### src/rtl/axis_fifo_pkt.sv
`default_nettype none
// ============================================================================
//  Module   : axis_fifo_pkt
//  Brief    : Synchronous AXI-Stream FIFO with first-word-fall-through output,
//             level / threshold flags and optional store-and-forward packet
//             mode with an oversized-frame flush escape.
//  Revision : 1.0 - initial release
// ============================================================================
module axis_fifo_pkt #(
  parameter int DATA_WIDTH   = 8,
  parameter int DEPTH        = 16,
  parameter int ALMOST_FULL  = 14,
  parameter int ALMOST_EMPTY = 2,
  parameter int PACKET_MODE  = 0
) (
  input  logic                     clk,
  input  logic                     rst_n,
  input  logic [DATA_WIDTH-1:0]    s_axis_tdata,
  input  logic                     s_axis_tlast,
  input  logic                     s_axis_tvalid,
  output logic                     s_axis_tready,
  output logic [DATA_WIDTH-1:0]    m_axis_tdata,
  output logic                     m_axis_tlast,
  output logic                     m_axis_tvalid,
  input  logic                     m_axis_tready,
  output logic [$clog2(DEPTH):0]   level,
  output logic                     almost_full,
  output logic                     almost_empty
);

  localparam int          AW     = $clog2(DEPTH);
  localparam logic [AW:0] C_FULL = (AW+1)'(DEPTH);
  localparam logic [AW:0] C_AF   = (AW+1)'(ALMOST_FULL);
  localparam logic [AW:0] C_AE   = (AW+1)'(ALMOST_EMPTY);

  // Each entry carries {tlast, tdata}.
  logic [DATA_WIDTH:0] r_mem [DEPTH];
  logic [AW-1:0]       r_wr_ptr;
  logic [AW-1:0]       r_rd_ptr;
  logic [AW:0]         r_level;

  logic                w_push;
  logic                w_pop;
  logic                w_out_valid;
  logic [DATA_WIDTH:0] w_rd_word;

  // Ready is held low in reset and whenever full, even if a pop is in flight.
  assign s_axis_tready = rst_n & (r_level != C_FULL);
  assign w_push        = s_axis_tvalid & s_axis_tready;
  assign w_pop         = w_out_valid & m_axis_tready;

  // First-word-fall-through: head entry is presented combinationally.
  assign w_rd_word     = r_mem[r_rd_ptr];
  assign m_axis_tdata  = w_rd_word[DATA_WIDTH-1:0];
  assign m_axis_tlast  = w_rd_word[DATA_WIDTH];
  assign m_axis_tvalid = w_out_valid;

  assign level         = r_level;
  assign almost_full   = (r_level >= C_AF);
  assign almost_empty  = (r_level <= C_AE);

  // Storage write on each accepted beat; contents are intentionally not reset.
  always_ff @(posedge clk) begin
    if (w_push) begin
      r_mem[r_wr_ptr] <= {s_axis_tlast, s_axis_tdata};
    end
  end

  // Pointers wrap naturally; level tracks push/pop, unchanged when both occur.
  always_ff @(posedge clk or negedge rst_n) begin
    if (!rst_n) begin
      r_wr_ptr <= '0;
      r_rd_ptr <= '0;
      r_level  <= '0;
    end else begin
      if (w_push) begin
        r_wr_ptr <= r_wr_ptr + AW'(1);
      end
      if (w_pop) begin
        r_rd_ptr <= r_rd_ptr + AW'(1);
      end
      case ({w_push, w_pop})
        2'b10:   r_level <= r_level + (AW+1)'(1);
        2'b01:   r_level <= r_level - (AW+1)'(1);
        default: r_level <= r_level;
      endcase
    end
  end

  generate
    if (PACKET_MODE != 0) begin : g_packet
      typedef enum logic [0:0] {
        ST_HOLD  = 1'b0,
        ST_FLUSH = 1'b1
      } state_t;

      state_t      r_state;
      state_t      w_state_next;
      logic        w_valid;
      logic [AW:0] r_pkt_cnt;
      logic        w_pkt_in;
      logic        w_pkt_out;

      // A stored frame is complete once its tlast beat is accepted; the
      // count never goes below zero even if a tlast pops in flush.
      assign w_pkt_in  = w_push & s_axis_tlast;
      assign w_pkt_out = w_pop & m_axis_tlast & (r_pkt_cnt != '0);

      // Complete-packet counter and hold/flush state register.
      always_ff @(posedge clk or negedge rst_n) begin
        if (!rst_n) begin
          r_state   <= ST_HOLD;
          r_pkt_cnt <= '0;
        end else begin
          r_state <= w_state_next;
          case ({w_pkt_in, w_pkt_out})
            2'b10:   r_pkt_cnt <= r_pkt_cnt + (AW+1)'(1);
            2'b01:   r_pkt_cnt <= r_pkt_cnt - (AW+1)'(1);
            default: r_pkt_cnt <= r_pkt_cnt;
          endcase
        end
      end

      // Hold output until a whole frame is stored; a frame that fills the
      // FIFO without a tlast can never complete, so stream it out instead.
      always_comb begin
        w_state_next = r_state;
        w_valid      = 1'b0;
        case (r_state)
          ST_HOLD: begin
            w_valid = (r_pkt_cnt != '0);
            if ((r_level == C_FULL) && (r_pkt_cnt == '0)) begin
              w_state_next = ST_FLUSH;
            end
          end
          ST_FLUSH: begin
            w_valid = (r_level != '0);
            // Valid equals (level != 0) here, so this is the tlast pop.
            if (m_axis_tready && m_axis_tlast && (r_level != '0)) begin
              w_state_next = ST_HOLD;
            end
          end
          default: begin
            w_state_next = ST_HOLD;
            w_valid      = 1'b0;
          end
        endcase
      end

      assign w_out_valid = w_valid;
    end else begin : g_stream
      assign w_out_valid = (r_level != '0);
    end
  endgenerate

endmodule
`default_nettype wire

### config.mk
export PLATFORM = sky130hd
export DESIGN_NAME = axis_fifo_pkt
export DESIGN_NICKNAME = d
export VERILOG_FILES = /design/src/rtl/axis_fifo_pkt.sv
export SDC_FILE = /design/constraint.sdc
export NUM_CORES = 1
export LEC_CHECK = 0
export CAP_MARGIN = 15
export CORE_MARGIN = 8
export CORE_UTILIZATION = 62
export CTS_BUF_LIST = sky130_fd_sc_hd__clkbuf_2
export DETAILED_ROUTE_END_ITERATION = 6
export GPL_ROUTABILITY_DRIVEN = 0
export GPL_TIMING_DRIVEN = 1
export MAX_ROUTING_LAYER = met4
export PLACE_DENSITY = 0.82
export SLEW_MARGIN = 20
export SYNTH_ARGS = -nofsm -noshare
export SYNTH_HDL_FRONTEND = slang
export SYNTH_SLANG_ARGS = --single-unit
### constraint.sdc
create_clock -name clk -period 3.2 [get_ports clk]
set_input_delay 0.64 -clock clk [delete_from_list [all_inputs] [get_ports clk]]
set_output_delay 0.64 -clock clk [all_outputs]
set_load 0.01 [all_outputs]
==> summary.md, run 1 <==
| Metric | Value |
|---|---|
| Synth Flop Type | edfxtp_1 |
| Final WL | between 10 and 15 mm |
| Fin. Hold Viols | 0 |
| Reg2reg start | level[1]$_DFFE_PN0P_ |
| Fillers | around 580 |
| F_max | ~0.29 GHz |
| Max-cap violations | 0 |
| CP Capture Type | output port |
| Worst path required time | between 2 and 3 ns |
| Post-Place Cells | between 500 and 600 |
| Area share of the largest cell type after synthesis | approximately two thirds |
| GR Util All Layers | around a fifth |
| Clk buf depth | 2 |
| Clock transition at path regs | 0.22 ns |
| Clk Latency, worst-skew pair | about 0.67 ns |
| Initial core utilization | between 60 and 70% |
| Async SR Flop Fraction | a little over 8% |
| First-pass GRT wire length | between 15 and 20 mm |
| Cell area after technology mapping | 6360 µm² |
| Flops & latches, synth | ~160 |
| CP arrival | about 2.8 ns |
| CTS buffer count | 17 |
| Flop-to-flop setup slack | ~0.27 ns |
| Synth area leader | edfxtp_1 |
| Largest net degree at the start of global routing | 24 |
| Mean area per synthesized cell | roughly 18 µm² |
| Number of DRC markers in iteration 0 | around 320 |
| Post-synthesis sequential area ratio | 73.1% |
| Grt ovf | 0 |
| Post-layout nets | ~430 |
| Switching Fraction | between 30% and 40% |
| Total I/O pin count | 31 |
| Syn Nets | around 370 |
| Average wire per standard cell | ~24 µm |
| Post-synth EDFFs | roughly 140 |
| Crit Path Class | flip-flop to output port |
| Core Region | slightly above 10000 µm² |
| First-pass iteration count of the detailed router | 6 |
| Sw power | approximately 2.3 mW |
| Root Driver | clkbuf_2 |
| Cell count after synthesis | approximately 350 |
| Synth unique cells | 35 |
| Worst Reg-to-Reg Cells | 8 |
| Vias | 3408 |
| Final setup vio count | 3 |
| Reg power frac | 40.9% |
| WHS | about 0.32 ns |
| Num rows | 37 |
| H-tree Lvls | 4 |
| Startpoint types | flip-flop |
| Yosys warns | 0 |
| DRT antenna net count | 0 |
| FF-to-FF End | level[4]$_DFFE_PN0P_ |
| Clock Sinks | 157 |
| DR DRC count | 0 |
| Dpl cell area | slightly below 7000 µm² |
| Worst Slack Setup Final | -0.208 ns |
| Maximum fanout along the worst path | 23 |
| Die area | ~14000 µm² |
| Post-place setup slack | between 0.2 and 0.25 ns |
| Slew Viols, Final | 0 |
| PortBufs | 30 |
| Layout cells sized above 1 | about a quarter |
| Final Non-Filler Cells | between 500 and 600 |
| Commonest non-fill, non-tap cell in the layout | edfxtp_1 |
| Cell Pwr Density | 846 nW/µm² |
| Clock Power Share | between 10% and 20% |
| RSZ-0062 raised after global routing | yes |
| Area growth from synthesis to layout | 17.1% |
| Most frequent cells in the layout | edfxtp_1 (144), mux2i_1 (36), clkdlybuf4s50_1 (22), clkbuf_2 (21), buf_4 (20) |
| HP Class | input port to async pin |
| Status | complete, but fails checks |
| Initial antenna violation count | 0 |
| CTS tree | built |
| Synth area leaders | edfxtp_1 (68%), mux4_2 (6.4%), mux2i_1 (5.8%) |
| Measured slew at the worst slew-check pin | between 0.6 and 0.7 ns |
| Rel. slew slack | roughly 56% |
| Routed vias/inst | ~6.2 |
| Die Y | between 100 and 150 µm |
| Antenna Cells | 0 |
| Post-DP HPWL | ~8.2 mm |
| Multi-input gate area | 1850 µm² |
| Setup Skew | 0.0324 ns |
| Design area | approximately 7400 µm² |
| Failing checks | negative setup slack |
| Internal power | 4.05 mW |
| Peak VDD IR | ~0.00048 V |
| Final period utilization | 107% |
| Register area | roughly 4700 µm² |
| Die width | ~120 µm |
| Number of global-route vias before repair | approximately 3500 |
| Gate power share | between 40% and 50% |
| Leak | around 2.6 nW |
| Min cycle time layout | 3.41 ns |
[power groups by stage]
stage | Clock (mW) | Sequential [mW] | Combinational (mW)
floorplan | 0 | 2.58 | 1.40
global placement | 0 | 2.62 | 2.14
detailed placement | 0 | 2.63 | 2.20
CTS | 0.983 | 2.58 | 2.42
global route | 1.08 | 2.60 | 2.92
finish | 0.991 | 2.58 | 2.73
[through the flow]
step	power [mW]	util (%)	TNS (ns)
floorplan	3.98	-	0
CTS	5.98	71.2	-1.07
global route	6.60	73.5	-0.930
detailed placement	4.84	67.6	0
finish	6.30	73.5	-0.247
global placement	4.75	67.6	0
[timing repair]
item / in CTS / in global routing
setup endpoints to repair: 9 / 11
resized for setup: 25 / 31
pin swaps: 7 / 10
setup buffers: 3 / 12
gates cloned: 1 / 0
hold buffers: 0 / 0
[critical path: stages, from the launching register on]
cell             delay [ns]
dfrtp_4                0.59
buf_12                 0.20
mux2i_1                0.19
a221oi_4               0.31
o21ai_0                0.16
nand2_1                0.10
clkdlybuf4s50_1        0.53
[layer usage]
layer	share of wire (%)	vias up	wire (µm)	global-route usage, %
met5	0	-	0	-
met4	1.6	0	209	6.91
met3	6.0	23	799	4.21
met2	50	139	6720	32.6
met1	42	1741	5620	27.1
li1	-	1505	-	-
[kinds of logic (layout without fill, tap and decap cells)]
family	Yosys count	in the layout	share of synthesized area (%)
flops	157	157	73.1
mux	57	57	12.6
compound gates	47	47	5.53
simple gates	44	44	3.84
buf+inv	20	91	1.51
fa+ha+maj	10	10	2.09
xor+xnor	10	10	1.38
[final cells by class]
cell class	instances	area share, %
clock buffer	19	1.28
multi-input combinational	168	24.8
clock inverter	12	1.53
sequential	157	62.5
inverter	5	0.302
timing repair buffer	55	7.29
tap	136	2.28
[how the worst max path moves through the flow]
| stage | to | slack (ns) | startpoint | depth (start not counted) |
|---|---|---|---|---|
| after CTS | m_axis_tdata[3] | -0.23 | r_rd_ptr[1]$_DFFE_PN0P_ | 7 |
| after floorplan | level[4]$_DFFE_PN0P_ | 0.52 | level[1]$_DFFE_PN0P_ | 8 |
| after detailed placement | level[4]$_DFFE_PN0P_ | 0.22 | rst_n | 9 |
| after global placement | level[4]$_DFFE_PN0P_ | 0.31 | rst_n | 9 |
| final | m_axis_tdata[6] | -0.21 | r_rd_ptr[0]$_DFFE_PN0P_ | 6 |
| after global routing | m_axis_tdata[6] | -0.39 | r_rd_ptr[0]$_DFFE_PN0P_ | 6 |
[flip-flops by register name, summed over array words and instances, names as in the netlist]
| name | count |
|---|---|
| r_mem | 144 |
| r_rd_ptr | 4 |
| level | 5 |
| r_wr_ptr | 4 |
[Yosys cell counts (2+ instances only)]
cell,count
clkbuf_1,5
mux2_2,2
nand2_1,15
a21o_1,2
xnor2_1,8
dfrtp_1,13
a21oi_1,2
buf_2,5
ha_1,9
mux2i_1,37
mux4_2,18
nor2b_1,2
nor3b_1,2
buf_4,4
inv_1,3
a22oi_1,9
and2_1,17
o21a_1,2
o21ai_0,12
nand3_1,2
xor2_1,2
a221oi_1,18
edfxtp_1,144
Note: power is estimated with default switching activity, not from simulation.
==> inputs of run 2 (changes only) <==
Settings changed: MAX_ROUTING_LAYER met4 to default, REMOVE_ABC_BUFFERS from default to 1.
==> run 2 against run 1 <==
The flow now finishes without violations. Routed wire length down 4.6%. First-iteration DRC count down 12%. Die area unchanged. Count of clock-buffer cells in the layout down 1.
==> summary.md, run 2 (synthesized netlist as in run 1, its figures left out) <==
| Metric | Value |
|---|---|
| Cell Pwr Density | 848 nW/µm² (+0.31%) |
| Internal power | 4.04 mW (-0.28%) |
| Switching Fraction | 35.0% (-0.74 points) |
| Core Region | 10100 µm² (unchanged) |
| Clock Sinks | 157 (unchanged) |
| Status | completed |
| Final Non-Filler Cells | 545 (-1.3%) |
| Min cycle time layout | 3.11 ns (-0.298 ns) |
| Sw power | 2.17 mW (-3.5%) |
| Grt ovf | 0 (unchanged) |
| CTS buffer count | 17 (unchanged) |
| Max reg flops | 144 (unchanged) |
| Die Y | 117 µm (unchanged) |
| Final setup vio count | 0 (-3) |
| Num rows | 37 (unchanged) |
| HP Class | input port to async pin |
| Commonest non-fill, non-tap cell in the layout | edfxtp_1 |
| Antenna Cells | 0 (unchanged) |
| Crit Path Class | flip-flop to output port |
| Post-layout nets | 419 (-1.9%) |
| Largest net degree at the start of global routing | 28 (+17%) |
| Fin. Hold Viols | 0 (unchanged) |
| Initial core utilization | 62.7% (unchanged) |
| Clk Latency, worst-skew pair | 0.69 ns (+0.02 ns) |
| Startpoint types | flip-flop |
| CP Capture Type | output port |
| Clk buf depth | 2 (unchanged) |
| RSZ-0062 raised after global routing | yes |
| Setup TNS | 0 ns (+0.247 ns) |
| WHS | 0.317 ns (-0.00222 ns) |
| Reg2reg start | level[1]$_DFFE_PN0P_ |
| F_max | 0.321 GHz (+9.6%) |
| Total I/O pin count | 31 (unchanged) |
| Measured slew at the worst slew-check pin | 0.656 ns (-0.00129 ns) |
| Biggest register | r_mem |
| Worst path required time | 2.56 ns (about the same) |
| Post-Place Cells | 503 (-0.40%) |
| Root Driver | clkbuf_2 |
| Slew Viols, Final | 0 (unchanged) |
| DR DRC count | 0 (unchanged) |
| Average wire per standard cell | 23.4 µm (-3.4%) |
| Maximum fanout along the worst path | 13 (-43%) |
| Peak VDD IR | 0.000515 V (+6.5%) |
| Number of DRC markers in iteration 0 | 282 (-12%) |
| Vias | 3358 (-1.5%) |
| Number of global-route vias before repair | 3537 (+0.68%) |
| Setup Skew | 0.0418 ns (+0.00938 ns) |
| Initial antenna violation count | 0 (unchanged) |
| FF-to-FF End | level[4]$_DFFE_PN0P_ |
| First-pass iteration count of the detailed router | 4 (-2) |
| Reg power frac | 41.3% (+0.4 points) |
| GR Util All Layers | 20.1% (-0.78 points) |
| Flop-to-flop setup slack | 0.31 ns (+0.04 ns) |
| Clock transition at path regs | 0.23 ns (about the same) |
| Max incr delay on CP | 0.55 ns (-0.04 ns) |
| Max-cap violations | 0 (unchanged) |
| Gate power share | 40.0% (-3.3 points) |
| CTS tree | built |
| DRT antenna net count | 0 (unchanged) |
| Final WL | 12.7 mm (-4.6%) |
| Critical-path cell list | buf_6 > clkbuf_16 > mux2i_1 > a221oi_2 > o21ai_1 > nand2_1 > buf_2 |
| Most frequent cells in the layout | edfxtp_1 (144), mux2i_1 (36), clkdlybuf4s50_1 (21) |
| Clock Power Share | 18.7% (+3.0 points) |
| Layout cells sized above 1 | 26.4% (+0.68 points) |
| Worst-path cell with the longest stage delay | dfrtp_4 |
| Total power | 6.21 mW (-1.4%) |
| Leak | 2.54 nW (-2.4%) |
| Die width | 117 µm (unchanged) |
| Final Core Density | 72.2% (-1.3 points) |
| First-pass GRT wire length | 19.8 mm (-0.69%) |
| H-tree Lvls | 4 (unchanged) |
| Final period utilization | 97.2% (-9.3 points) |
| Die area | 13800 µm² (unchanged) |
| Area growth from synthesis to layout | 15.1% |
| Routed vias/inst | 6.16 (-0.20%) |
| Post-DP HPWL | 7.88 mm (-3.4%) |
| PortBufs | 30 (unchanged) |
| Rel. slew slack | 56.3% (+0.086 points) |
| Worst Reg-to-Reg Cells | 8 (unchanged) |
| CP arrival | 2.47 ns (-0.30 ns) |
## run 2: worst max path at each step
| stage | start | depth (start not counted) | to |
|---|---|---|---|
| floorplan | r_rd_ptr[0]$_DFFE_PN0P_ | 3 | m_axis_tdata[0] |
| global placement | rst_n | 9 | level[4]$_DFFE_PN0P_ |
| detailed placement | rst_n | 9 | level[4]$_DFFE_PN0P_ |
| CTS | r_rd_ptr[0]$_DFFE_PN0P_ | 7 | m_axis_tdata[6] |
| global route | r_rd_ptr[0]$_DFFE_PN0P_ | 7 | m_axis_tdata[3] |
| finish | r_rd_ptr[0]$_DFFE_PN0P_ | 7 | m_axis_tdata[7] |
## run 2: layout make-up
type	count	area, µm²
Clock inverter	14	185
Clock buffer	18	90.1
Tap cell	136	170
Timing Repair Buffer	47	448
Multi-Input combinational cell	168	1760
Fill cell	620	2820
Inverter	5	18.8
Sequential cell	157	4650
## run 2: power by group through the flow
| stage | sequential (mW) | clock (mW) | combinational, mW |
|---|---|---|---|
| 4_1_cts | 2.56 | 1.18 | 2.45 |
| 3_5_place_dp | 2.65 | 0 | 2.16 |
| 2_1_floorplan | 2.77 | 0 | 1.18 |
| 3_3_place_gp | 2.64 | 0 | 2.11 |
| 6_report | 2.56 | 1.16 | 2.49 |
| 5_1_grt | 2.59 | 1.25 | 2.68 |
## run 2: through the flow
stage / area, µm² / worst slack, ns
floorplan: 6280 / -0.410
global placement: 6830 / 0.353
detailed placement: 6830 / 0.260
CTS: 7300 / -0.0248
global route: 7320 / -0.0307
finish: 7320 / 0.0895
## run 2: layer usage
metal | share of wire (%) | vias to the layer above | global-route usage, %
li1 | - | 1493 | -
met3 | 6.1 | 28 | 4.21
met2 | 52 | 128 | 33.3
met5 | 0 | - | 0
met4 | 2.7 | 0 | 8.45
met1 | 39 | 1709 | 25.3
## run 2: timing repair
action | in CTS | in global routing
hold buffers | 0 | 0
cloned | 1 | 1
buffers inserted | 8 | 2
resized for setup | 58 | 16
endpoints found under the hold margin | 0 | 0
pin swaps | 15 | 16
setup endpoints to repair | 9 | 9
## run 2: worst max-delay path: cells and delay by family (launching register included)
kind            cells  cell delay, ns
simple gates        1            0.11
buf+inv             3            0.47
compound gates      2            0.52
flops               1            0.55
mux                 1            0.14
